**src/rtl/divider_pkg.sv**
```systemverilog
// Shared types and constants for the sequential restoring divider.
package divider_pkg;

    // Operand width used by the ALU divider.
    localparam int DIV_WIDTH = 8;

    // Iteration counter must hold the value DIV_WIDTH.
    localparam int CNT_W = $clog2(DIV_WIDTH + 1);

    // Controller states.
    typedef enum logic [1:0] {
        IDLE = 2'd0,
        RUN  = 2'd1,
        DONE = 2'd2
    } div_state_t;

endpackage : divider_pkg

```
**src/rtl/divider_8bit_trial_subtractor.sv**
```systemverilog
// Combinational (WIDTH+1)-bit trial subtraction for one restoring-division step.
// A set o_negative means the shifted remainder is smaller than the divisor.
module trial_subtractor #(
    parameter int WIDTH = 8
) (
    input  logic [WIDTH:0]   i_rem_shift,
    input  logic [WIDTH-1:0] i_divisor,
    output logic [WIDTH:0]   o_diff,
    output logic             o_negative
);

    logic [WIDTH:0] w_diff;

    // Subtract the zero-extended divisor; the MSB of the result is the borrow.
    always_comb begin
        w_diff = i_rem_shift - {1'b0, i_divisor};
    end

    assign o_diff     = w_diff;
    assign o_negative = w_diff[WIDTH];

endmodule : trial_subtractor

```
**src/rtl/divider_8bit.sv**
```systemverilog
// Sequential unsigned restoring divider: one quotient bit per clock, WIDTH
// clocks per divide, start/busy/done handshake, results held until the next
// operation completes. Divide by zero finishes immediately with a flag.
module divider_8bit
    import divider_pkg::*;
#(
    parameter int WIDTH = DIV_WIDTH
) (
    input  logic             clk,
    input  logic             rst,
    input  logic             start,
    input  logic [WIDTH-1:0] dividend,
    input  logic [WIDTH-1:0] divisor,
    output logic             busy,
    output logic             done,
    output logic [WIDTH-1:0] quotient,
    output logic [WIDTH-1:0] remainder,
    output logic             div_by_zero
);

    localparam int CW = $clog2(WIDTH + 1);

    div_state_t r_state;
    div_state_t w_state_next;

    // Partial remainder. The (WIDTH+1)-bit working value always has a zero
    // top bit between steps (R < D), so only the low WIDTH bits are stored.
    logic [WIDTH-1:0] r_rem;
    logic [WIDTH-1:0] r_quo;     // dividend shifting out / quotient shifting in
    logic [WIDTH-1:0] r_div;     // latched divisor
    logic [CW-1:0]    r_cnt;

    logic             r_busy;
    logic             r_done;
    logic [WIDTH-1:0] r_quotient;
    logic [WIDTH-1:0] r_remainder;
    logic             r_div_by_zero;

    logic [WIDTH:0]   w_rem_shift;
    logic [WIDTH:0]   w_diff;
    logic             w_negative;
    logic [WIDTH-1:0] w_rem_next;
    logic [WIDTH-1:0] w_quo_next;

    // Bring the next dividend bit into the remainder before the trial subtract.
    assign w_rem_shift = {r_rem, r_quo[WIDTH-1]};

    trial_subtractor #(
        .WIDTH(WIDTH)
    ) u_trial_subtractor (
        .i_rem_shift (w_rem_shift),
        .i_divisor   (r_div),
        .o_diff      (w_diff),
        .o_negative  (w_negative)
    );

    // Restore on a negative trial; otherwise keep the difference and emit a 1.
    always_comb begin
        w_rem_next = w_rem_shift[WIDTH-1:0];
        if (!w_negative) begin
            w_rem_next = w_diff[WIDTH-1:0];
        end
        w_quo_next = {r_quo[WIDTH-2:0], ~w_negative};
    end

    // Next-state decode for the IDLE -> RUN -> DONE -> IDLE sequence.
    always_comb begin
        w_state_next = r_state;
        case (r_state)
            IDLE: begin
                if (start) begin
                    w_state_next = (divisor == '0) ? DONE : RUN;
                end
            end
            RUN: begin
                if (r_cnt == CW'(1)) begin
                    w_state_next = DONE;
                end
            end
            DONE:    w_state_next = IDLE;
            default: w_state_next = IDLE;
        endcase
    end

    // State register plus registered busy/done derived from the next state.
    always_ff @(posedge clk) begin
        if (rst) begin
            r_state <= IDLE;
            r_busy  <= 1'b0;
            r_done  <= 1'b0;
        end else begin
            r_state <= w_state_next;
            r_busy  <= (w_state_next != IDLE);
            r_done  <= (w_state_next == DONE);
        end
    end

    // Operand capture, iteration datapath and result registers.
    always_ff @(posedge clk) begin
        if (rst) begin
            r_rem         <= '0;
            r_quo         <= '0;
            r_div         <= '0;
            r_cnt         <= '0;
            r_quotient    <= '0;
            r_remainder   <= '0;
            r_div_by_zero <= 1'b0;
        end else begin
            case (r_state)
                IDLE: begin
                    if (start) begin
                        if (divisor != '0) begin
                            r_div <= divisor;
                            r_quo <= dividend;
                            r_rem <= '0;
                            r_cnt <= CW'(WIDTH);
                        end else begin
                            r_quotient    <= '1;
                            r_remainder   <= dividend;
                            r_div_by_zero <= 1'b1;
                        end
                    end
                end
                RUN: begin
                    r_rem <= w_rem_next;
                    r_quo <= w_quo_next;
                    r_cnt <= r_cnt - CW'(1);
                    if (r_cnt == CW'(1)) begin
                        r_quotient    <= w_quo_next;
                        r_remainder   <= w_rem_next;
                        r_div_by_zero <= 1'b0;
                    end
                end
                default: ;
            endcase
        end
    end

    assign busy        = r_busy;
    assign done        = r_done;
    assign quotient    = r_quotient;
    assign remainder   = r_remainder;
    assign div_by_zero = r_div_by_zero;

endmodule : divider_8bit

```
**config.mk**
```make
export PLATFORM = sky130hd
export DESIGN_NAME = divider_8bit
export DESIGN_NICKNAME = d
export VERILOG_FILES = /design/src/rtl/divider_pkg.sv /design/src/rtl/divider_8bit_trial_subtractor.sv /design/src/rtl/divider_8bit.sv
export SDC_FILE = /design/constraint.sdc
export NUM_CORES = 1
export LEC_CHECK = 0
export ABC_CLOCK_PERIOD_IN_PS = 4200
export BUFFER_PORTS_ARGS = -buffer_cell sky130_fd_sc_hd__buf_2
export CAP_MARGIN = 20
export CORE_ASPECT_RATIO = 0.9
export CORE_MARGIN = 2
export CORE_UTILIZATION = 55
export CTS_CLUSTER_DIAMETER = 120
export DETAILED_ROUTE_END_ITERATION = 12
export HOLD_SLACK_MARGIN = 0.08
export PLACE_DENSITY = 0.78
export SYNTH_ARGS = -nofsm -noshare
export SYNTH_HDL_FRONTEND = slang
export SYNTH_SLANG_ARGS = --single-unit
```
**constraint.sdc**
```tcl
create_clock -name clk -period 4.2 [get_ports clk]
set_input_delay 0.42 -clock clk [delete_from_list [all_inputs] [get_ports clk]]
set_output_delay 0.42 -clock clk [all_outputs]
set_load 0.03 [all_outputs]
```
**Yosys cells after proc, flatten, opt, wreduce, memory -nomap -nowiden**

Cells that the tools add are included.

- Memories: 0
- ROM bits: 0
- Output and inout port bits: 19
- Logic and storage cells: 54
- Memory bits (writable): 0
- Register bits after elaboration: 49
- Bits of input ports: 19
- Bits in latches: 0

- Eq/ne operators: 7
- Reduce and logical (&&, ||, !) cells: 8
- Div/mod/pow operators: 0
- Multipliers: 0
- Mux-type cells: 26
- Bitwise operators: 1
- Order comparisons: 0
- Shift-type cells: 0
- Add/subtract/negate cells: 2

Operators by type and width:

| kind | count |
|---|---|
| $mux W8 | 11 |
| $pmux W8 S2 | 4 |
| $sub A9 B8 Y9 | 1 |
| $logic_not A8 Y1 | 1 |
| $mux W4 | 2 |
| $ne A2 B2 Y1 const B | 4 |
| $pmux W4 S2 | 1 |
| $reduce_bool A8 Y1 | 1 |
| $mux W2 | 3 |
| $reduce_and A3 Y1 | 2 |
| $eq A4 B1 Y1 const B | 1 |
| $pmux W2 S2 | 1 |
| $reduce_and A4 Y1 | 1 |
| $reduce_bool A2 Y1 | 2 |
| $sub A4 B1 Y4 const B | 1 |
| $mux W1 | 3 |
| $eq A2 B1 Y1 const B | 1 |
| $eq A2 B2 Y1 const B | 1 |
| $logic_not A2 Y1 | 1 |
| $pmux W1 S2 | 1 |
| $not A1 Y1 | 1 |

**Depth between registers and ports, before layout**

- Depth in word-level cells: 5
- Mapped depth: 10
- Gate-level depth less buffers: 10

**By module**

A second synthesis with hierarchy kept.

- Cell total of the unflattened synthesis: 273
- Area, all modules: 2556.2 µm²

Modules (own cells, without submodules):

| module | cells an instance | area each (µm²) | times used | seq. area each (µm²) |
|---|---|---|---|---|
| divider_8bit | 214 | 2159.6 | 1 | 980.9 |
| trial_subtractor | 59 | 396.6 | 1 | 0.0 |

**Worst setup path after synthesis**

No wires, ideal clock.

- Path type: flip-flop to flip-flop
- From: register r_quo[7]
- To: register r_rem[5]
- Setup time: 0.095 ns
- Buffers on the path: 0
- Required time: 4.105 ns
- Arrival time: 2.285 ns
- Setup slack: 1.820 ns
- Period minus slack after synthesis: 2.380 ns
- Cell stages (with the launch flop): 11
- Cells stage by stage: dfxtp_1 -> inv_1 -> ha_1 -> inv_1 -> fa_1 -> a211oi_2 -> nor3_2 -> mux2i_2 -> nor2_2 -> or4_1 -> o311ai_1

- Word-level cells in the longest chain between the ends: 3

RTL lines:

| item | RTL line | source |
|---|---|---|
| from (decl) | divider_8bit.sv:29 | `logic [WIDTH-1:0] r_quo;` |
| from (signal assigned) | divider_8bit.sv:114 | `r_quo <= dividend;` |
| from (signal assigned) | divider_8bit.sv:126 | `r_quo <= w_quo_next;` |
| $sub A9 B8 Y9 | divider_8bit_trial_subtractor.sv:16 | `w_diff = i_rem_shift - {1'b0, i_divisor};` |
| $mux W8 | divider_8bit.sv:60 | `if (!w_negative) begin` |
| $pmux W8 S2 | divider_8bit.sv:109 | `case (r_state)` |
| to (signal assigned) | divider_8bit.sv:125 | `r_rem <= w_rem_next;` |
| to (decl) | divider_8bit.sv:28 | `logic [WIDTH-1:0] r_rem;` |

No other way between the ends.
A chain may end at the register's enable or synchronous reset.

**Final worst setup path**

Same ends and word-level chain as after synthesis.

==> impl_metrics.csv <==
group,metric,value,unit
status,status,"complete, no violations",
worst_setup_path,r2r_setup_slack,1.52,ns
clock_tree,post-cts-setup-buffer-count,0,
grt,antenna_found_initial,0,
grt,grt_pass1_vias,2042,
grt,grt_first_pass_wirelength,9650,um
place,dpl.hpwl,4020,um
synth,syn_area,2410,um^2
power,total_power,1.28,mW
detailed_routing,drt-initial-drc-count,248,
synth,syn_area_per_cell,8.32,um^2
sta,setup_viol,0,
synth,yosys_warnings,0,
die,die_area,4930,um^2
clock_tree,clock_sinks,49,
synth,synth_area_leader_cell,"dfxtp_1",
worst_hold_path,min_path_type,"in2reg",
synth,syn_nets,320,
sta,period_minus_slack,2.68,ns
synth,synth_top_cell_area_share,40.6,%
detailed_routing,detail-route-antenna-nets,0,
final_layout,diodes,0,
final_layout,layout-drive-gt1-share,17.9,%
sta,tns,0,ns
sta,worst_pin_slew,0.813,ns
place,place_inst,376,
detailed_routing,drc,0,
synth,synth_edf_count,0,
final_layout,nNetsFinal,353,
sta,slew_viol_final,0,
sta,slew_headroom,45.8,%
synth,synth_cell_types,45,
detailed_routing,first_pass_iters,6,
final_layout,final_cells,384,
sta,fmax,373,MHz
worst_setup_path,crit_family,"simple AND/OR/NAND/NOR gates",
final_layout,regArea,981,um^2
clock_tree,hold_buffers,0,
power,leakagePower,1.17,nW
die,core_area,4160,um^2
die,dieWidth,73.8,um
clock_tree,cts_tree,"yes",
die,die-height,66.8,um
worst_setup_path,path_cells,"inv_1 > ha_1 > inv_1 > fa_1 > a211oi_2 > nor3_2 > mux2i_2 > nor2_2 > or4_1 > o311ai_1",
grt,grt_usage,25.8,%
worst_setup_path,path_class,"reg2reg",
clock_tree,clkTransAtPathRegs,0.09,ns
worst_setup_path,start_kind,"flop",
worst_setup_path,r2r_cells,10,
worst_setup_path,cp-endpoint,"r_rem[5]",
worst_setup_path,crit_path_top_delay_cell,"or4_1",
worst_setup_path,cp_max_fo,7,
worst_setup_path,required,4.41,ns
worst_setup_path,worstSetupEndpointType,"flop",
detailed_routing,vias,2214,
synth,ys_seq_area_share,40.6,%
place,io_buffers,37,
clock_tree,cts_resized,0,
sta,timing.hold.ws,0.359,ns
detailed_routing,wl_per_cell,14.9,um
power,vdd_drop_max,0.272,mV
synth,ys_ff_latch,49,
final_layout,design_area,2770,um^2
final_layout,final_cell_mix,"nor2_1, dfxtp_1, buf_2, nand2_1, a21oi_1",
sta,rsz0062_at_grt,"no",
detailed_routing,post_drt_via_cell_ratio,5.77,
worst_setup_path,cpMostUsedCell,"inv_1",
clock_tree,cts-root-buf,"clkbuf_8",
worst_setup_path,r2r-start,"r_quo[7]",
clock_tree,cts_htree_levels,2,
final_layout,multi_input_area,1330,um^2
synth,synth_ff_type,"dfxtp_1",
sta,finClkSkew,0.00567,ns
die,initial_core_util,58.1,%
die,io_pins,38,
synth,postSynth.asyncResetShare,0,%
sta,fin_crit_sh,63.9,%
worst_setup_path,startpoint,"r_quo[7]",
worst_setup_path,cp.arrival,2.89,ns
grt,grt_max_degree,46,
grt,grt_overflow,0,
final_layout,fillCellCount,357,
clock_tree,cts_max_path_buffers,2,
run,max-cap-violations,0,
die,rows,22,
worst_setup_path,crit_buf_inv,2,
sta,hold_violations,0,
detailed_routing,drt_wl_total,5730,um
worst_setup_path,crit_cells,10,
final_layout,areaGrowthSynthToFinish,14.7,%
worst_setup_path,r2r_end,"r_rem[5]",
place,place.gp.congestion,0.905,
clock_tree,insertion_delay,0.30,ns
power,cellPowerDensity,462,nW/um^2
synth,synthCells,290,
place,dpl_cell_area,2630,um^2
synth,synth.area.top_cells,"dfxtp_1, nor2_1, ha_1, mux2i_1, a211oi_1",
worst_setup_path,crit_path_max_incr_delay,0.55,ns
final_layout,final_common_cell,"nor2_1",
clock_tree,cts_made_buffers,5,
[where the power goes]
| part | internal [mW] | switching [mW] |
|---|---|---|
| logic | 0.142 | 0.221 |
| registers | 0.496 | 0.0249 |
| clock network | 0.236 | 0.159 |
[worst min-delay path: cells and delay by family]
kind	cells	cell delay (ns)
muxes	1	0.06
buffers and inverters	1	0.08
and+or+nand+nor	1	0.07
[metrics by stage]
stage               utilization, %  worst slack (ns)
finish                        66.6              1.52
global route                  66.6              1.35
CTS                           66.6              1.54
detailed placement            63.4              1.60
global placement              63.4              1.69
floorplan                        -              1.82
[per-layer routing]
metal  global-route usage, %  wire length (um)  vias up
met3                    4.84               429       14
li1                        -                 -     1092
met4                    9.55               104        0
met1                    35.6              2660     1001
met2                    39.8              2530      107
met5                       0                 0        -
[sequential cells by signal, indices dropped and copies added, names as in the netlist]
register,cells
quotient,8
r_div,8
r_quo,8
r_rem,8
remainder,8
r_cnt,4
r_state,2
busy,1
div_by_zero,1
done,1
[synth_stat cells (3+ instances only)]
cell	number
nor2_1	58
dfxtp_1	49
a21oi_1	16
nand2_1	16
inv_1	14
nor3_1	13
a211oi_1	11
o21ai_0	11
clkbuf_1	10
ha_1	10
mux2i_1	10
nand2b_1	8
a222oi_1	7
nand3_1	7
and2_1	5
a21o_1	4
xor2_1	4
or4_1	3
[cells by family (layout without fill, tap and decap cells)]
group                    count (synthesis)  in the layout  synth area share (%)
AND/OR/NAND/NOR                        120            120                  23.0
XOR/XNOR                                 6              6                  2.18
adder cells (fa/ha/maj)                 11             11                  6.01
AO/OA/AOI/OAI                           65             65                  18.5
multiplexers                            12             12                  5.18
flip-flops                              49             49                  40.6
buffers and inverters                   27             61                  4.46
[worst min-delay path by stage]
stage	slack (ns)	endpoint	startpoint	cells past startpoint
2_1_floorplan	0.43	busy	r_state[1]	1
3_3_place_gp	0.45	div_by_zero	div_by_zero	2
3_5_place_dp	0.46	busy	r_state[1]	1
4_1_cts	0.36	r_div[6]	divisor[6]	3
5_1_grt	0.37	r_quo[3]	dividend[3]	3
6_report	0.36	r_div[6]	divisor[6]	3
[area by class of cell]
class | count | area share, %
clock buffers | 5 | 2.49
clock inverters | 3 | 2.35
inverters | 14 | 1.90
multi-input cells | 214 | 47.9
flip-flops and latches | 49 | 35.4
well taps | 60 | 2.71
repair buffers | 39 | 7.23
Power figures use the tool's default switching activity.
